[config.mk]
export PLATFORM = sky130hd
export DESIGN_NAME = vreg_burst_scheduler
export DESIGN_NICKNAME = d
export VERILOG_FILES = /design/src/rtl/vreg_burst_scheduler.sv
export SDC_FILE = /design/constraint.sdc
export NUM_CORES = 1
export LEC_CHECK = 0
export ABC_AREA = 1
export CORE_AREA = 3 3 158 160
export CTS_CLUSTER_SIZE = 14
export DETAILED_ROUTE_END_ITERATION = 8
export DIE_AREA = 0 0 161 163
export PLACE_DENSITY_LB_ADDON = 0.05
export SLEW_MARGIN = 10
export SYNTH_ARGS = -nofsm -noshare
export SYNTH_HDL_FRONTEND = slang
export SYNTH_SLANG_ARGS = --single-unit
[constraint.sdc]
create_clock -name clk -period 2.56 [get_ports clk]
set_input_delay 0.512 -clock clk [delete_from_list [all_inputs] [get_ports clk]]
set_output_delay 0.512 -clock clk [all_outputs]
set_load 0.02 [all_outputs]
[src/rtl/vreg_burst_scheduler.sv]
// Round-robin burst scheduler in front of one vector register bank: grants a lane,
// then issues one auto-incrementing read or write beat per cycle until the burst ends.
module vreg_burst_scheduler #(
    parameter int unsigned NUM_PORT = 4,
    parameter int unsigned ADDR_W   = 6,
    parameter int unsigned DATA_W   = 64,
    parameter int unsigned LEN_W    = 7
) (
    input  logic                         clk,
    input  logic                         reset,
    input  logic [NUM_PORT-1:0]          req_vld,
    input  logic [NUM_PORT-1:0]          req_write,
    input  logic [NUM_PORT*ADDR_W-1:0]   req_addr,
    input  logic [NUM_PORT*LEN_W-1:0]    req_len,
    input  logic [NUM_PORT*DATA_W-1:0]   req_wdata,
    output logic [NUM_PORT-1:0]          req_ack,
    output logic [NUM_PORT-1:0]          beat_strobe,
    output logic [NUM_PORT-1:0]          done,
    output logic                         vreg_rd_en,
    output logic [ADDR_W-1:0]            vreg_rd_addr,
    output logic                         vreg_wr_en,
    output logic [ADDR_W-1:0]            vreg_wr_addr,
    output logic [DATA_W-1:0]            vreg_wr_data,
    output logic [NUM_PORT-1:0]          rsp_vld,
    output logic                         rsp_last,
    output logic                         busy
);

    localparam int unsigned PTR_W = (NUM_PORT > 1) ? $clog2(NUM_PORT) : 1;

    typedef enum logic {IDLE = 1'b0, BURST = 1'b1} state_t;

    state_t              state_q, state_d;
    logic [PTR_W-1:0]    ptr_q, ptr_d;
    logic [PTR_W-1:0]    owner_q, owner_d;
    logic [ADDR_W-1:0]   addr_q, addr_d;
    logic [LEN_W-1:0]    cnt_q, cnt_d;
    logic                wr_q, wr_d;
    logic [NUM_PORT-1:0] rsp_vld_q, rsp_vld_d;
    logic                rsp_last_q, rsp_last_d;

    logic [PTR_W-1:0]    gnt, idx;
    logic [LEN_W-1:0]    gnt_len;
    logic                found;
    logic [NUM_PORT-1:0] ack_c, done_c, strobe_c;
    logic                rd_en_c, wr_en_c;

    // Arbitration, burst sequencing and read-response pipeline
    always_comb begin
        state_d    = state_q;
        ptr_d      = ptr_q;
        owner_d    = owner_q;
        addr_d     = addr_q;
        cnt_d      = cnt_q;
        wr_d       = wr_q;
        rsp_vld_d  = '0;
        rsp_last_d = 1'b0;
        gnt        = '0;
        idx        = '0;
        gnt_len    = '0;
        found      = 1'b0;
        ack_c      = '0;
        done_c     = '0;
        strobe_c   = '0;
        rd_en_c    = 1'b0;
        wr_en_c    = 1'b0;

        case (state_q)
            IDLE: begin
                for (int i = 0; i < int'(NUM_PORT); i++) begin
                    idx = PTR_W'((int'(ptr_q) + i) % int'(NUM_PORT));
                    if (!found && req_vld[idx]) begin
                        found = 1'b1;
                        gnt   = idx;
                    end
                end
                if (found) begin
                    ack_c[gnt] = 1'b1;
                    gnt_len    = req_len[int'(gnt)*int'(LEN_W) +: LEN_W];
                    owner_d    = gnt;
                    addr_d     = req_addr[int'(gnt)*int'(ADDR_W) +: ADDR_W];
                    cnt_d      = gnt_len;
                    wr_d       = req_write[gnt];
                    ptr_d      = (int'(gnt) == int'(NUM_PORT) - 1) ? '0 : gnt + PTR_W'(1);
                    if (gnt_len != '0) begin
                        state_d = BURST;
                    end else begin
                        done_c[gnt] = 1'b1;
                    end
                end
            end
            BURST: begin
                strobe_c[owner_q] = 1'b1;
                if (wr_q) begin
                    wr_en_c = 1'b1;
                end else begin
                    rd_en_c              = 1'b1;
                    rsp_vld_d[owner_q]   = 1'b1;
                    rsp_last_d           = (cnt_q == LEN_W'(1));
                end
                addr_d = addr_q + ADDR_W'(1);
                cnt_d  = cnt_q - LEN_W'(1);
                if (cnt_q == LEN_W'(1)) begin
                    done_c[owner_q] = 1'b1;
                    state_d         = IDLE;
                end
            end
            default: state_d = IDLE;
        endcase
    end

    always_ff @(posedge clk or negedge reset) begin
        if (!reset) begin
            state_q    <= IDLE;
            ptr_q      <= '0;
            owner_q    <= '0;
            addr_q     <= '0;
            cnt_q      <= '0;
            wr_q       <= 1'b0;
            rsp_vld_q  <= '0;
            rsp_last_q <= 1'b0;
        end else begin
            state_q    <= state_d;
            ptr_q      <= ptr_d;
            owner_q    <= owner_d;
            addr_q     <= addr_d;
            cnt_q      <= cnt_d;
            wr_q       <= wr_d;
            rsp_vld_q  <= rsp_vld_d;
            rsp_last_q <= rsp_last_d;
        end
    end

    // Grant-side pulses come straight from the inputs, so hold them low while in reset
    assign req_ack      = ack_c & {NUM_PORT{reset}};
    assign done         = done_c & {NUM_PORT{reset}};
    assign beat_strobe  = strobe_c;
    assign vreg_rd_en   = rd_en_c;
    assign vreg_rd_addr = rd_en_c ? addr_q : '0;
    assign vreg_wr_en   = wr_en_c;
    assign vreg_wr_addr = wr_en_c ? addr_q : '0;
    assign vreg_wr_data = wr_en_c ? req_wdata[int'(owner_q)*int'(DATA_W) +: DATA_W] : '0;
    assign rsp_vld      = rsp_vld_q;
    assign rsp_last     = rsp_last_q;
    assign busy         = (state_q == BURST);

endmodule

---- Yosys cells after proc, flatten, opt, wreduce, memory -nomap -nowiden ----
Index checks and enable logic that the tools add are counted.
operators by class
  $add $sub $neg .......................... 6
  $lt $le $gt $ge ......................... 8
  shift-type cells ........................ 3
  reductions and logical operators ........ 10
  $mul .................................... 2
  multiplexer cells ....................... 54
  bitwise operators ....................... 3
  eq/ne operators ......................... 3
operator list
  cell                 count
  $shiftx 256x9->64    1
  $mux 64              1
  $mux 4               8
  $shiftx 28x6->7      1
  $mux 1               24
  $shiftx 24x6->6      1
  $lt 2x3->1 const B   6
  $mux 6               3
  $pmux 7 s2           1
  $mux 2               6
  $pmux 6 s2           1
  $bmux 1 s2           5
  $and 4x4->4          2
  $pmux 4 s2           1
  $eq 7x1->1 const B   1
  $mux 7               1
  $reduce_bool 7->1    1
  $sub 7x1->7 const B  1
  $add 6x1->6 const B  1
  $logic_and 1x1->1    5
  $mul 2x3->5 const B  1
  $add 2x1->2 const B  2
  $add 2x2->2 const B  2
  $demux 1 s2          2
  other kinds (8)      11
word-level totals
  bits in registers ....................... 24
  output and inout port bits .............. 96
  word-level logic and storage cells ...... 97

---- Longest topological paths before layout ----
Gate-level depths: netlist (run 1).
  word-level depth ........................ 24
  mapped depth ............................ 18
  depth with buffers taken out ............ 17

---- Least setup slack after synthesis (run 1) ----
OpenSTA, ideal clock, no wires.
  kind .................................... input port to output port
  from .................................... in req_vld[3]
  to ...................................... out done[3]
  path buffers ............................ 1
  arrival ................................. 2.321 ns
  setup slack ............................. -0.273 ns
  stages on the path ...................... 15
  cell sequence ........................... inv_1 > nand2_2 > nand3_1 > nand2_2 > nor2_4 > nand3_4 > nand2_4 > nand2_4 > inv_2 > buf_2 > ha_1 > nand2_1 > nor2_1 > nand3_1 > nand2_1
on the way
  cells in the longest elaborated chain, start to end .. 24
ends and longest elaborated chain
  item                                                 RTL line  RTL
  start, declared                                      11        input logic [NUM_PORT-1:0] req_vld,
  branches (longest 21 deep; another with $bmux 1 s2)  --
  $mux 4 (*)                                           77        if (found) begin
  $pmux 4 s2 (*)                                       68        case (state_q)
  $and 4x4->4 (*)                                      136       assign done = done_c & {NUM_PORT{reset}};
  end, declared                                        18        output logic [NUM_PORT-1:0] done,
Mark *: on every way between the ends. The select of a mux whose other input is x is not followed.

---- Worst setup path in the final report (run 1) ----
  from .................................... reg ptr_q[0]
  to ...................................... out done[0]
on the way
  cells in the longest elaborated chain, start to end .. 24
ends and longest elaborated chain
  item                                                  RTL line  RTL
  start, declared                                       34        logic [PTR_W-1:0] ptr_q, ptr_d;
  start signal, assigned                                124       ptr_q <= ptr_d;
  branches (longest 21 deep; another with $add 2x1->2)  --
  $mux 4 (*)                                            77
  $pmux 4 s2 (*)                                        68
  $and 4x4->4 (*)                                       136
Marked as above.

==> reports/qor_table.md, run 1 <==
| Quantity | This run |
|---|---|
| Post-CTS clock slew at the launch and capture registers of the worst setup and hold paths | 0.06 ns |
| Mean post-synth cell area | 6.24 um^2 |
| Number of hold buffers added after CTS | 0 |
| Pin count of the biggest net entering global routing | 38 |
| Uppermost layer routed | met5 |
| Type of the worst setup path | flop to output port |
| Total of flip-flops plus latches after synthesis | 24 |
| Sequence of cells on the critical path | buf_12 -> nand2_4 -> nand2_8 -> nand2_4 -> nand2_4 -> nor2_4 -> nand3_4 -> nand2_8 -> nand2_8 -> nand2_1 -> nand3_2 -> nand2_2 -> nand2_2 -> nor2_4 -> nand3_2 -> nand2_2 -> buf_6 |
| HP Start | cnt_q[1] |
| Count of synthesis-stage warnings from yosys | 0 |
| Number of clock sinks | 24 |
| Total cell area at the placement stage | 8870 um^2 |
| Row count | 56 |
| Cell at the slowest stage of the critical path | dfrtp_2 |
| DR DRC count | 0 |
| Clock Tree Buf Depth | 2 |
| First-pass GRT wire length | 41.3 mm |
| Core Footprint | 23500 um^2 |
| Leftover overflow at the end of global routing | 0 |
| Pins over their slew limit | 0 |
| Clock H-tree levels | 1 |
| Share of layout cells above drive strength 1 | 23.2% |
| Number of buffers created by CTS | 3 |
| Worst relative slew slack | 74.0% |
| Number of nets with antenna violations after detailed routing | 0 |
| Final Instance Area | 9590 um^2 |
| Kind of cell adding the most delay to the critical path | simple AND/OR/NAND/NOR gates |
| Class of the tightest hold or removal check | flop to flop |
| Area of the die | 26200 um^2 |
| Half-perimeter wire length of the detailed placement result | 24.0 mm |
| Endpoints failing setup | 9 |
| Transition time of the tightest slew-check pin | 0.386 ns |
| Detail-routed via count per cell | 4.51 |
| Pre-Repair DR Iteration Count | 5 |
| Time the worst path needs with I/O delays and setup | 3.03 ns |
| Nature of the critical path startpoint | flop |
| Failing checks | setup timing |
| Initial Util | 15.5% |
| Capturing element type of the critical path | output port |
| Start point of the critical path | ptr_q[0] |
| Area growth from synthesis to layout | 163% |
| Static leakage | 0.00411 uW |
| Sequential cell area in the final layout | 604 um^2 |
| I/O Buffers | 413 |
| Latest clock arrival within the worst-skew pair | 0.26 ns |
| Vert. Die Dim | 163 um |
| Portion of the post-synthesis area used by sequential elements | 16.4% |
| Maximum clock frequency | 330 MHz |
| Final total power | 1650 uW |
| Net count of the mapped netlist | 911 |
| Wire length on met2 | 13.8 mm |
| Number of antenna violations at the first check in global routing | 4 |
| Status | finished with violations |
| Area of combinational cells with multiple inputs | 3110 um^2 |
| Final hold violation count | 0 |
| Worst endpoint required time | 2.05 ns |
| Crit path setup slack, layout | -0.473 ns |
| Final routed wire length divided by cell count | 21.1 um |
| Die X-Extent | 161 um |
| Filler Cells Inserted | 2493 |
| IO Pins | 414 |
| Final cycle utilization of the critical path | 118% |
| Setup repair after global routing missed its margin | yes |
| Wire length on met3 | 2.61 mm |
| Total Routing Usage GR | 20.4% |
| Commonest cells after routing, fill and taps aside | 328 x clkdlybuf4s50_1, 128 x a22oi_1, 85 x buf_4 |
| Clock tree from TritonCTS | built |
| Synthesized area | 3650 um^2 |
| Ratio of total power to cell area | 172 nW/um^2 |
| Cell variety after synth | 35 |
| Root Driver | clkbuf_16 |
| Gate Count Post-Synth | 586 |
| Global placement routability congestion | 0.817 |
| Final WL | 29.1 mm |
| CP Data Arrival Time | 2.52 ns |
| Peak ir drop on the vdd network | 135 uV |
| Most common library cell in the layout ignoring fill and taps | clkdlybuf4s50_1 |
| Drt initial violations | 353 |
| Via count of the first global-routing pass | 6282 |
| Net count of the finished layout | 1386 |
| Stage delay of the slowest cell on the critical path | 0.46 ns |
| Maximum fanout along the worst path | 6 |
| Worst path buffer plus inverter count | 2 |
| MaxCap Viol Count | 0 |
| Worst reg2reg startpoint | ptr_q[0] |
| Via total after detailed routing | 6226 |
| Routed metal-1 wire length | 12.3 mm |
| Clock skew | 0.00399 ns |
layout make-up:
type                       instances  area share, %
sequential                        24           6.30
inverter                          52           2.14
antenna                            1         0.0261
timing repair buffer             516           54.2
multi-input combinational        464           32.4
clock buffer                       3          0.782
tap                              319           4.16
registers in the layout, summed over array words and instances, names as in the netlist:
signal,cells
addr_q,6
busy,1
cnt_q,7
owner_q,2
ptr_q,2
rsp_last,1
rsp_vld,4
wr_q,1
Yosys cell counts:
master    instances  share of area (%)
nand3_4           1               0.48
o211ai_1          7                1.4
nor2_1           38                3.9
o311ai_1          2               0.48
o21ai_1           1               0.14
clkbuf_1         32                3.3
or2_2             3               0.51
nand2_1         101                 10
a21oi_1          73                 10
nand3_1          50                6.8
xor2_1            3               0.72
buf_6             5                1.5
clkinv_2          1               0.14
buf_2             5               0.68
and2_1            1               0.17
o22ai_1           1               0.17
nor3_1            6               0.82
a31oi_1           3               0.51
nand4_1           1               0.17
dfrtp_1          24                 16
a22oi_1         128                 26
nand3b_1          2               0.41
buf_1             6               0.62
o21ai_0          16                2.2
nand2_2           8                1.4
nand3_2           1               0.27
inv_2             3               0.31
o21a_1            1               0.21
nor2_4            3               0.92
nand2_4           2               0.62
inv_1            48                4.9
buf_4             1               0.21
a211oi_1          1               0.21
o221ai_1          1               0.24
ha_1              7                2.4
stage by stage:
step	util, %	hold WS (ns)	instances	TNS (ns)	worst slack (ns)
3_3_place_gp	37.7	0.485	1339	-10.91	-1.18
3_5_place_dp	37.7	0.478	1339	-11.08	-1.21
5_1_grt	40.8	0.548	1379	-4.98	-0.637
6_report	40.8	0.488	1379	-3.70	-0.473
2_1_floorplan	-	0.216	586	-0.00131	-0.00131
4_1_cts	39.0	0.494	1365	-3.17	-0.455
layer usage:
layer	global-route usage [%]	vias up
met1	26.8	2882
met3	6.23	26
met2	34.0	247
li1	-	3067
met5	0	-
met4	2.74	4
kinds of logic (layout without fill, tap and decap cells):
logic type / after synthesis / in the layout / synth area share [%]
other cells: 0 / 1 / 0
fa+ha+maj: 7 / 7 / 2.40
flops: 24 / 24 / 16.4
compound gates: 234 / 234 / 41.9
simple gates: 217 / 220 / 26.9
xor+xnor: 3 / 3 / 0.719
buf+inv: 101 / 571 / 11.7
report_power, final:
group / internal (uW) / switching, uW / total [uW] / leakage (uW)
Clock: 207 / 131 / 338 / 0.0000370
Combinational: 604 / 304 / 908 / 0.00380
Sequential: 393 / 8.84 / 402 / 0.000277
timing repair:
| action | in CTS | in global routing |
|---|---|---|
| setup buffers | 21 | 12 |
| cloned | 2 | 2 |
| endpoints found under the hold margin | 0 | 0 |
| setup endpoints to repair | 71 | 26 |
| resized for setup | 140 | 79 |
| pin swaps | 14 | 50 |
path summary, 6_finish.rpt:
kind	endpoint	slack, ns	depth (start not counted)
max	done[0]	-0.47	17
min	cnt_q[1]	0.49	2
max reg2reg	cnt_q[5]	-0.40	22
min reg2reg	cnt_q[1]	0.49	2
max in group asynchronous	ptr_q[0]	1.63	3
min in group asynchronous	wr_q	0.70	3
worst min-delay path: stages, from the launching register on:
cell,delay (ns)
dfrtp_1,0.34
nand2_1,0.05
o221ai_1,0.05
(Power assumes the default switching activity.)
==> run 2, diff against run 1 <==
- TNS_END_PERCENT: not set -> 50
==> run 2 against run 1 <==
Against the previous run: the run still ends with setup timing left; cell count down 2.6%; register-to-register slack better by 0.61 ns; total power down 4.3%; critical endpoint is now done[1]; largest cell class unchanged; via count down 2.8%; highest routed layer unchanged; sequential cell count unchanged; design area down 6.1%; sequential share of layout area up 0.41 points; hold slack better by 0.012 ns; routed wire length down 3.4%; die area unchanged; combinational power down 7.7%.
==> reports/qor_table.md, run 2 (synthesis gave the netlist of run 1 again) <==
| Quantity | This run |
|---|---|
| Status | finished with violations |
| Failing checks | setup timing |
| Clock tree from TritonCTS | built |
| Sequence of cells on the critical path | buf_12 -> nand2_1 -> nand2_2 -> nand2_4 -> nand2_2 -> nor2_4 -> nand3_4 -> nand3_2 -> nand2_4 -> inv_8 -> buf_4 -> nand3_1 -> and2_4 -> nor2_4 -> nand3_2 -> nand2_2 -> buf_6 |
| Pin count of the biggest net entering global routing | 51 |
| Core Footprint | 23500 um^2 |
| Capturing element type of the critical path | output port |
| HP Start | cnt_q[1] |
| Number of logic stages on the critical path including buffering | 17 |
| Largest register by flop count | cnt_q |
| Sum Neg Setup Slack | -3.15 ns |
| Area growth from synthesis to layout | 147% |
| Maximum fanout along the worst path | 7 |
| Via total after detailed routing | 6051 |
| Nature of the critical path startpoint | flop |
| Internal power of the cells | 1170 uW |
| MaxCap Viol Count | 0 |
| Clock share of power | 21.4% |
| Final non-filler cell total | 1343 |
| Root Driver | clkbuf_16 |
| Static leakage | 0.00381 uW |
| Portion of total power attributed to sequential cells | 25.5% |
| First-pass GRT wire length | 40.2 mm |
| Ratio of total power to cell area | 175 nW/um^2 |
| Switching Fraction | 26.1% |
| Worst reg2reg startpoint | ptr_q[0] |
| Start point of the critical path | ptr_q[0] |
| Worst endpoint required time | 2.05 ns |
| NetSw | 411 uW |
| IO Pins | 414 |
| Commonest cells after routing, fill and taps aside | 333 x clkdlybuf4s50_1, 128 x a22oi_1, 77 x nand2_1 |
| Number of instances on the worst hold path | 2 |
| Row count | 56 |
| Number of hold buffers added after CTS | 0 |
| Clock Tree Buf Depth | 2 |
| Time the worst path needs with I/O delays and setup | 3.03 ns |
| Maximum clock frequency | 331 MHz |
| Stage delay of the slowest cell on the critical path | 0.49 ns |
| Final hold violation count | 0 |
| Total cell area at the placement stage | 8630 um^2 |
| Antenna fix cells | 0 |
| Setup repair after global routing missed its margin | yes |
| Leftover overflow at the end of global routing | 0 |
| Pre-Repair DR Iteration Count | 4 |
| Die X-Extent | 161 um |
| Clock H-tree levels | 1 |
| Total Routing Usage GR | 19.8% |
| Peak ir drop on the vdd network | 136 uV |
| CP Data Arrival Time | 2.51 ns |
| Depth of the worst register-to-register path | 15 |
| I/O Buffers | 413 |
| Share of layout cells above drive strength 1 | 18.1% |
| Number of nets with antenna violations after detailed routing | 0 |
| Worst path buffer plus inverter count | 4 |
| Type of the worst setup path | flop to output port |
| Detail-routed via count per cell | 4.51 |
| Latest clock arrival within the worst-skew pair | 0.25 ns |
| Post-CTS clock slew at the launch and capture registers of the worst setup and hold paths | 0.06 ns |
| Vert. Die Dim | 163 um |
| Most common library cell in the layout ignoring fill and taps | clkdlybuf4s50_1 |
| Smallest hold slack | 0.500 ns |
| Via count of the first global-routing pass | 6164 |
| Initial Util | 15.5% |
| Final cycle utilization of the critical path | 118% |
| Kind of cell adding the most delay to the critical path | simple AND/OR/NAND/NOR gates |
| Transition time of the tightest slew-check pin | 0.392 ns |
| Final WL | 28.1 mm |
| Reg2reg setup slack | 0.21 ns |
| Crit path setup slack, layout | -0.465 ns |
| Number of buffers created by CTS | 3 |
| Pins over their slew limit | 0 |
| Clock skew | 0.00237 ns |
| Final routed wire length divided by cell count | 21.0 um |
| Number of clock sinks | 24 |
| Endpoints failing setup | 8 |
| Flip-flop count of the largest register after layout | 7 |
| Net count of the finished layout | 1351 |
| DR DRC count | 0 |
| Worst relative slew slack | 73.8% |
| Half-perimeter wire length of the detailed placement result | 22.8 mm |
| Most frequent cell on the critical path | nand2_2 |
| Number of antenna violations at the first check in global routing | 1 |
| Drt initial violations | 282 |
| Class of the tightest hold or removal check | flop to flop |
| Final Instance Area | 9010 um^2 |
| Combinational share of power | 53.1% |
| Final total power | 1580 uW |
| Area of the die | 26200 um^2 |
| Number of instances in the placed design | 1322 |
| Global placement routability congestion | 0.804 |
| Cell at the slowest stage of the critical path | dfrtp_2 |
## run 2: changes by cell type in the layout (fill, tap and decap cells not counted), sizes merged, moves of 2 or more
cell           delta
clkdlybuf4s50     +5
clkdlybuf4s15     +7
buf              -36
bufbuf            +2
nand2             -3
clkbuf            +7
dlygate4sd2      -18
## run 2: power by group through the flow
stage	clock network (uW)	registers [uW]	logic, uW
final	338	402	838
after global routing	358	403	906
after CTS	349	402	840
after detailed placement	0	409	806
after global placement	0	409	803
after floorplan	0	407	216
## run 2: layout make-up
class,instances,area [um^2]
clock buffers,3,75.1
fillers,2523,14500
inverters,52,208
multi-input cells,461,2850
flip-flops and latches,24,604
well taps,319,399
repair buffers,483,4870
repair inverters,1,5.00
## run 2: routing by layer
| metal | GRT usage, % | wire, um | vias up |
|---|---|---|---|
| li1 | - | - | 2992 |
| met3 | 5.47 | 2130 | 16 |
| met2 | 33.4 | 13500 | 227 |
| met1 | 26.1 | 12300 | 2814 |
| met4 | 2.07 | 256 | 2 |
| met5 | 0 | 19 | - |
## run 2: worst min-delay path, stage by stage (launching register included)
cell and delay (ns):
dfrtp_1 0.34, nand2_1 0.06, o221ai_1 0.06
## run 2: per-stage QoR
step / setup slack, ns / util (%)
2_1_floorplan: -0.00740 / -
3_3_place_gp: -1.17 / 36.6
3_5_place_dp: -1.16 / 36.6
4_1_cts: -0.505 / 38.1
5_1_grt: -0.662 / 38.3
6_report: -0.465 / 38.3
## run 2: path summary, 6_finish.rpt
kind	end
setup / recovery	done[1]
hold / removal	cnt_q[1]
setup reg to reg	addr_q[0]
hold reg to reg	cnt_q[1]
max in group asynchronous	ptr_q[0]
min in group asynchronous	owner_q[0]
## run 2: timing repair
| item | CTS | global route |
|---|---|---|
| gates cloned | 3 | 1 |
| setup endpoints to repair | 64 | 28 |
| gates resized for setup | 153 | 41 |
| pin swaps | 18 | 2 |
| buffers inserted | 12 | 2 |
